`config.mk`:
```
export PLATFORM = sky130hd
export DESIGN_NAME = switch_input_port
export DESIGN_NICKNAME = d
export VERILOG_FILES = /design/src/rtl/switch_input_port.sv
export SDC_FILE = /design/constraint.sdc
export NUM_CORES = 1
export LEC_CHECK = 0
export CAP_MARGIN = 5
export CORE_ASPECT_RATIO = 0.6
export CORE_UTILIZATION = 55
export CTS_CLUSTER_DIAMETER = 100
export DETAILED_ROUTE_END_ITERATION = 8
export HOLD_SLACK_MARGIN = 0.1
export PLACE_DENSITY = 0.83
export SYNTH_ARGS = -nofsm -noshare
export SYNTH_HDL_FRONTEND = slang
export SYNTH_SLANG_ARGS = --single-unit
```
`constraint.sdc`:
```
create_clock -name clock -period 4.2 [get_ports clock]
set_clock_uncertainty 0.2 [all_clocks]
set_input_delay 0.84 -clock clock [delete_from_list [all_inputs] [get_ports clock]]
set_output_delay 0.84 -clock clock [all_outputs]
set_load 0.01 [all_outputs]
```
`src/rtl/switch_input_port.sv`:
```
// Memory-mapped switch input port: captures the board switches on a debounced
// confirm-button press and holds the word with a ready flag until the CPU pops it.
module switch_input_port #(
    parameter int DEBOUNCE_CYCLES = 200000,
    parameter int CNT_WIDTH       = 18
) (
    input  logic        clock,
    input  logic        reset,
    input  logic [15:0] switches,
    input  logic        confirm_bt,
    input  logic        ior,
    input  logic        switchctrl,
    input  logic [1:0]  addr_sel,
    output logic [15:0] ioread_data,
    output logic        ready
);

    typedef enum logic [1:0] {
        IDLE         = 2'd0,
        PRESS_WAIT   = 2'd1,
        HELD         = 2'd2,
        RELEASE_WAIT = 2'd3
    } state_t;

    localparam logic [CNT_WIDTH-1:0] CNT_LAST = CNT_WIDTH'(DEBOUNCE_CYCLES - 1);
    localparam logic [CNT_WIDTH-1:0] CNT_ONE  = CNT_WIDTH'(1);

    logic                 btn_meta_r;
    logic                 btn_sync_r;
    logic [15:0]          sw_meta_r;
    logic [15:0]          sw_sync_r;
    state_t               state_r;
    logic [CNT_WIDTH-1:0] cnt_r;
    logic [15:0]          data_r;
    logic                 ready_r;
    logic                 overflow_r;
    logic [7:0]           cap_count_r;
    logic                 cap_fire_s;
    logic                 rd_en_s;
    logic                 pop_s;
    logic                 stat_clr_s;
    logic [15:0]          rd_data_s;

    // Two-stage synchronizers for the asynchronous button and switches.
    always_ff @(posedge clock or negedge reset) begin
        if (!reset) begin
            btn_meta_r <= 1'b0;
            btn_sync_r <= 1'b0;
            sw_meta_r  <= 16'h0000;
            sw_sync_r  <= 16'h0000;
        end else begin
            btn_meta_r <= confirm_bt;
            btn_sync_r <= btn_meta_r;
            sw_meta_r  <= switches;
            sw_sync_r  <= sw_meta_r;
        end
    end

    // Debounce FSM: a press or release must stay stable for DEBOUNCE_CYCLES.
    always_ff @(posedge clock or negedge reset) begin
        if (!reset) begin
            state_r <= IDLE;
            cnt_r   <= '0;
        end else begin
            case (state_r)
                IDLE: begin
                    if (btn_sync_r) begin
                        state_r <= PRESS_WAIT;
                        cnt_r   <= '0;
                    end
                end
                PRESS_WAIT: begin
                    if (!btn_sync_r) begin
                        state_r <= IDLE;
                    end else if (cnt_r == CNT_LAST) begin
                        state_r <= HELD;
                    end else begin
                        cnt_r <= cnt_r + CNT_ONE;
                    end
                end
                HELD: begin
                    if (!btn_sync_r) begin
                        state_r <= RELEASE_WAIT;
                        cnt_r   <= '0;
                    end
                end
                RELEASE_WAIT: begin
                    if (btn_sync_r) begin
                        state_r <= HELD;
                    end else if (cnt_r == CNT_LAST) begin
                        state_r <= IDLE;
                    end else begin
                        cnt_r <= cnt_r + CNT_ONE;
                    end
                end
                default: begin
                    state_r <= IDLE;
                    cnt_r   <= '0;
                end
            endcase
        end
    end

    // Capture strobe is high for the single cycle in which PRESS_WAIT completes.
    always_comb begin
        cap_fire_s = 1'b0;
        if ((state_r == PRESS_WAIT) && btn_sync_r && (cnt_r == CNT_LAST)) begin
            cap_fire_s = 1'b1;
        end else begin
            cap_fire_s = 1'b0;
        end
    end

    // Bus decode: DATA pops ready, STATUS clears overflow.
    always_comb begin
        rd_en_s    = ior & switchctrl;
        pop_s      = 1'b0;
        stat_clr_s = 1'b0;
        rd_data_s  = 16'h0000;
        if (rd_en_s) begin
            case (addr_sel)
                2'b00: begin
                    rd_data_s = data_r;
                    pop_s     = 1'b1;
                end
                2'b01: begin
                    rd_data_s  = {cap_count_r, 6'b000000, overflow_r, ready_r};
                    stat_clr_s = 1'b1;
                end
                2'b10:   rd_data_s = sw_sync_r;
                default: rd_data_s = 16'h0000;
            endcase
        end else begin
            rd_data_s = 16'h0000;
        end
    end

    // Captured word, ready/overflow flags and capture counter; capture beats pop and clear.
    always_ff @(posedge clock or negedge reset) begin
        if (!reset) begin
            data_r      <= 16'h0000;
            ready_r     <= 1'b0;
            overflow_r  <= 1'b0;
            cap_count_r <= 8'h00;
        end else begin
            if (cap_fire_s) begin
                data_r      <= sw_sync_r;
                ready_r     <= 1'b1;
                cap_count_r <= cap_count_r + 8'h01;
            end else if (pop_s) begin
                ready_r <= 1'b0;
            end else begin
                ready_r <= ready_r;
            end
            if (cap_fire_s && ready_r && !pop_s) begin
                overflow_r <= 1'b1;
            end else if (stat_clr_s) begin
                overflow_r <= 1'b0;
            end else begin
                overflow_r <= overflow_r;
            end
        end
    end

    assign ioread_data = rd_data_s;
    assign ready       = ready_r;

endmodule

```
==> results.yml, run 1 <==
outcome:
  status: "finished, final reports clean"
yosys:
  synth-seq-cells: 80
  ys_async_sr_fraction_pct: 100
  synth.area.top_cells: "dfrtp_1 (58%), mux2i_1 (6.3%), mux2_2 (6.2%), nor2_1 (3.7%), nor4_1 (1.8%)"
  yosysUniqueCellTypes: 41
  ys.flop_type: "dfrtp_1"
  syn-instance-count: 293
  synth_top_area_cell: "dfrtp_1"
  synth.net_count: 318
  syn_area_um2: 3480
  synth_warnings: 0
  synth-edff-count: 0
  ys_seq_area_share_pct: 57.6
  synth_area_per_cell_um2: 11.9
  synth_top_area_share_pct: 57.6
clocking:
  clock_sinks: 80
  clk_latency_ns: 0.35
  cts_tree: "built"
  cts-buffers-inserted: 9
  post-cts-setup-buffers: 0
  hold_buffers: 0
  clock-root-buffer: "clkbuf_8"
  h-tree-depth: 3
  cts.clk_slew.worst_paths_ns: 0.08
  cts-resized-gates: 0
  cts.path.max_buffers: 2
detailed_routing:
  vias_per_cell: 5.82
  dr.pass1.iters: 4
  num_vias: 2467
  postRouteAntennaNets: 0
  routed_wirelength_um: 7000
  drtIter0Drc: 151
  drc: 0
  wl_per_cell_um: 16.5
placed_design:
  port_buffers: 39
  dpl-instance-area_um2: 3930
  gp_congestion: 0.834
  place_hpwl_um: 4720
global_route:
  grt_max_degree: 81
  grt_pass1_wl_um: 12000
  grt_overflow: 0
  antenna_found_initial: 0
  grt_pass1_vias: 2508
  track_usage_pct: 23.9
timing:
  rsz0062_at_grt: "false"
  maxSlewViolCount: 0
  fin_crit_ns: 3.80
  slew_headroom_pct: 13.3
  fmax_mhz: 263
  final-hold-violation-count: 0
  min_period_over_period_pct: 90.6
  setup_tns_ns: 0
  setup_violations: 0
  tightestPinTransition_ns: 1.29
setup_path:
  crit_type: "primary input to output port"
  arrival_ns: 2.76
  cp-startpoint: "addr_sel[1]"
  critPathLaunchType: "primary input"
  crit_fanout: 15
  reg2reg_from: "state_r[0]$_DFFE_PN0P_"
  required_ns: 3.16
  endpoint_kind: "output port"
worst_hold_path:
  hold_class: "flop to flop"
  min-delay-start: "sw_meta_r[15]$_DFF_PN0_"
power_and_ir_drop:
  power.leakage_nw: 1.90
  powerDensity_nw_per_um2: 353
  vdd_ir_drop_max_mv: 0.188
layout:
  nets: 360
  drive_gt1_share_pct: 13.8
  antenna_cells: 0
  syn2layout_area_growth_pct: 18.3
  fillers: 477
  fin_util_pct: 67.3
  final_area_um2: 4110
floorplanning:
  die-width_um: 105
  core_um2: 6110
  die_h_um: 63.6
  die_area_um2: 6650
  rows: 22
  initial_core_util_pct: 56.9
  pin_count: 40
job:
  drv_cap: 0
## placed cells by master, fill, tap and decap left out, types with 3 or more instances in the layout
cell             Yosys  routed
mux2i_1             22      22
nor3_1               7       7
a31oi_1              4       4
o41ai_1              5       5
clkdlybuf4s50_1      0      38
buf_4                1       5
o2bb2ai_1            3       3
and2_1               3       3
or3_1                4       4
clkbuf_8             0      10
nor2_1              34      34
o21ai_0              4       4
nand3_1              9       9
a211o_1              3       3
inv_1                9       9
nand4_1              7       7
a21oi_1             11      11
a21o_1               5       5
xor2_1               7       7
dfrtp_1             80      80
nand2_1             11      11
and3_1               3       3
mux2_2              19      19
nor4_1              10      10
## where the power goes
| part | switching [mW] | internal (mW) | leakage (nW) |
|---|---|---|---|
| combinational | 0.0555 | 0.0495 | 0.780 |
| clock | 0.285 | 0.235 | 0.0861 |
| sequential | 0.0285 | 0.798 | 1.03 |
## through the flow
step / power [mW] / hold slack [ns] / std cells / setup WS [ns]
global route: 1.51 / 0.156 / 424 / 0.284
floorplan: 0.889 / 0.131 / 293 / 1.26
detailed placement: 0.948 / 0.135 / 408 / 0.432
finish: 1.45 / 0.152 / 424 / 0.396
global placement: 0.943 / 0.132 / 408 / 0.484
CTS: 1.47 / 0.152 / 424 / 0.414
## flip-flops by register name, summed over array words and instances, names as in the netlist, named ones only
| register | count |
|---|---|
| btn_meta_r | 1 |
| btn_sync_r | 1 |
| cap_count_r | 8 |
| cnt_r | 18 |
| data_r | 16 |
| overflow_r | 1 |
| ready | 1 |
| state_r | 1 |
| sw_meta_r | 16 |
| sw_sync_r | 16 |
## synthesized netlist by cell type, types with 2 or more instances
cell and number:
nand2_1 11, o2bb2ai_1 3, nor4_1 10, mux2_2 19
a21oi_1 11, xnor2_1 2, mux2i_1 22, or4_1 2
nand3_1 9, buf_2 4, o311ai_0 2, ha_1 2
or3_1 4, a211o_1 3, dfrtp_1 80, o21ai_0 4
clkbuf_1 5, nand4_1 7, and4bb_2 2, nor2_1 34
o41ai_1 5, a31oi_1 4, a21o_1 5, inv_1 9
and2_1 3, buf_6 2, and3_1 3, xor2_1 7
nor3_1 7
## path summary, 6_finish.rpt
kind                                           endpoint  slack [ns]  cells after the start
worst max-delay path                     ioread_data[1]        0.40                      7
worst min-delay path            sw_sync_r[15]$_DFF_PN0_        0.15                      0
worst max register to register   data_r[14]$_DFFE_PN0P_        1.47                      4
worst min register to register  sw_sync_r[15]$_DFF_PN0_        0.15                      0
max in group asynchronous          btn_meta_r$_DFF_PN0_        2.75                      1
min in group asynchronous        sw_meta_r[4]$_DFF_PN0_        0.42                      1
## metal layers
metal | global-route usage, % | vias to the layer above | wire (um)
li1 | - | 1146 | -
met1 | 33.9 | 1246 | 3380
met2 | 33.9 | 62 | 3100
met3 | 8.39 | 13 | 429
met4 | 8.98 | 0 | 91
met5 | 0 | - | 0
## cells by family (layout without fill, tap and decap cells)
family | after synthesis | in the layout | synth area share, %
and+or+nand+nor | 97 | 97 | 15.3
DFF | 80 | 80 | 57.6
AOI/OAI and AO/OA | 43 | 43 | 8.71
muxes | 41 | 41 | 12.5
buffers and inverters | 21 | 68 | 2.95
xor gates and xnor gates | 9 | 9 | 2.27
adders and majority gates | 2 | 2 | 0.720
## final cells by class
cell class	count	area [um^2]	area share, %
flip-flops and latches	80	2000	48.7
multi-input cells	192	1370	33.3
repair buffers	43	418	10.2
clock buffers	11	141	3.44
well taps	84	105	2.56
clock inverters	5	41.3	1.00
inverters	9	33.8	0.821
## worst max-delay path, stage by stage
cell and delay (ns):
clkdlybuf4s50_1 0.60, buf_4 0.32, mux2i_1 0.26, nor2_1 0.07
a21oi_1 0.12, nor2_1 0.05, clkdlybuf4s50_1 0.50
(Power assumes the default switching activity.)
==> inputs of run 2 (changes only) <==
Settings changed: CORE_MARGIN from default to 3, SETUP_SLACK_MARGIN from default to 0.3.
==> run 2 against run 1 <==
Net effect:
- final cell count fell by 1.2%
- via count rose by 1.2%
- register-to-register slack got worse by 0.15 ns
- design area rose by 0.33%
- highest routed layer unchanged
- power rose by 4.8%
- clock-buffer cell count did not move
- non-clock buffer count did not move
- die area rose by 10%
- largest cell class unchanged
==> results.yml, run 2 (synthesized netlist as in run 1, its figures left out) <==
outcome:
  status: "finished, final reports clean"
placed_design:
  dp_cells: 403
  port_buffers: 39
  gp_congestion: 0.882
  dpl-instance-area_um2: 3920
  place_ws_ns: 0.559
  place_hpwl_um: 4890
timing:
  tightestPinTransition_ns: 0.974
  maxSlewViolCount: 0
  setup_tns_ns: 0
  rsz0062_at_grt: "false"
  whs_ns: 0.145
  fmax_mhz: 275
  slew_headroom_pct: 35.1
  final-hold-violation-count: 0
  setup_violations: 0
  fin_crit_ns: 3.64
  fin_ws_ns: 0.558
  min_period_over_period_pct: 86.7
floorplanning:
  core_um2: 5830
  die_area_um2: 7340
  rows: 21
  die-width_um: 109
  initial_core_util_pct: 59.6
  pin_count: 40
  die_h_um: 67.6
worst_hold_path:
  hold_depth: 0
  hold_class: "flop to flop"
detailed_routing:
  drtIter0Drc: 173
  dr.pass1.iters: 4
  routed_wirelength_um: 7410
  wl_per_cell_um: 17.7
  vias_per_cell: 5.96
  drc: 0
  num_vias: 2497
  postRouteAntennaNets: 0
power_and_ir_drop:
  vdd_ir_drop_max_mv: 0.222
  power.leakage_nw: 1.92
  power_mw: 1.52
  powerDensity_nw_per_um2: 368
clocking:
  h-tree-depth: 3
  cts.path.max_buffers: 2
  hold_buffers: 0
  clock-root-buffer: "clkbuf_8"
  cts-resized-gates: 0
  cts_tree: "built"
  clk_latency_ns: 0.35
  cts-buffers-inserted: 9
  post-cts-setup-buffers: 0
  clock_sinks: 80
  cts.clk_slew.worst_paths_ns: 0.08
global_route:
  grt_pass1_wl_um: 12200
  grt_use_met2_pct: 32.5
  grt_overflow: 0
  gr-usage-met3_pct: 6.78
  grt_pass1_vias: 2411
  grt_util_met1_pct: 31.8
  track_usage_pct: 22.5
  antenna_found_initial: 0
  grt_max_degree: 81
  grt.busiest_layer: "met2"
job:
  drv_cap: 0
layout:
  final_area_um2: 4130
  multi_input_area_um2: 1370
  fillers: 398
  syn2layout_area_growth_pct: 18.7
  nets: 360
  drive_gt1_share_pct: 13.3
  fin_util_pct: 70.7
  top_register: "cnt_r"
  most-common-layout-cells: "dfrtp_1 (80), clkdlybuf4s50_1 (38), nor2_1 (34)"
  layout_commonest_cell: "dfrtp_1"
  regArea_um2: 2000
  stdcell_count: 419
  antenna_cells: 0
  largest_register_ffs: 18
setup_path:
  reg2reg_depth: 4
  reg2reg_from: "state_r[0]$_DFFE_PN0P_"
  r2r-end: "cnt_r[0]$_DFFE_PN0P_"
  crit_end: "ioread_data[0]"
  cp-startpoint: "addr_sel[1]"
  required_ns: 3.16
  arrival_ns: 2.60
  crit_fanout: 19
  endpoint_kind: "output port"
  crit_type: "primary input to output port"
  critPathLaunchType: "primary input"
  r2r_slack_ns: 1.32
## run 2: metal layers
metal,vias up,routed length [um]
met4,0,134
met3,18,570
met5,-,0
met2,93,3330
met1,1236,3380
li1,1150,-
## run 2: worst min path at each step
| stage | slack [ns] | start | endpoint |
|---|---|---|---|
| 3_3_place_gp | 0.13 | sw_meta_r[13]$_DFF_PN0_ | sw_sync_r[13]$_DFF_PN0_ |
| 4_1_cts | 0.15 | sw_meta_r[7]$_DFF_PN0_ | sw_sync_r[7]$_DFF_PN0_ |
| 3_5_place_dp | 0.14 | sw_meta_r[2]$_DFF_PN0_ | sw_sync_r[2]$_DFF_PN0_ |
| 2_1_floorplan | 0.13 | btn_meta_r$_DFF_PN0_ | btn_sync_r$_DFF_PN0_ |
| 5_1_grt | 0.15 | sw_meta_r[7]$_DFF_PN0_ | sw_sync_r[7]$_DFF_PN0_ |
| 6_report | 0.14 | sw_meta_r[7]$_DFF_PN0_ | sw_sync_r[7]$_DFF_PN0_ |
## run 2: critical path, cell delays in order
cell and delay [ns]:
clkdlybuf4s50_1 0.45, buf_4 0.31, mux2i_1 0.25, nor2_1 0.06, a21oi_1 0.12, nor2_1 0.07, clkdlybuf4s50_1 0.50
## run 2: where the power goes
group | internal, mW | switching (mW)
clock | 0.330 | 0.256
combinational | 0.0495 | 0.0561
sequential | 0.798 | 0.0304
## run 2: layout make-up
| class | count | area share, % |
|---|---|---|
| sequential | 80 | 48.5 |
| tap | 80 | 2.43 |
| clock buffer | 11 | 3.18 |
| clock inverter | 4 | 1.70 |
| inverter | 9 | 0.819 |
| multi-input combinational | 192 | 33.2 |
| timing repair buffer | 43 | 10.1 |
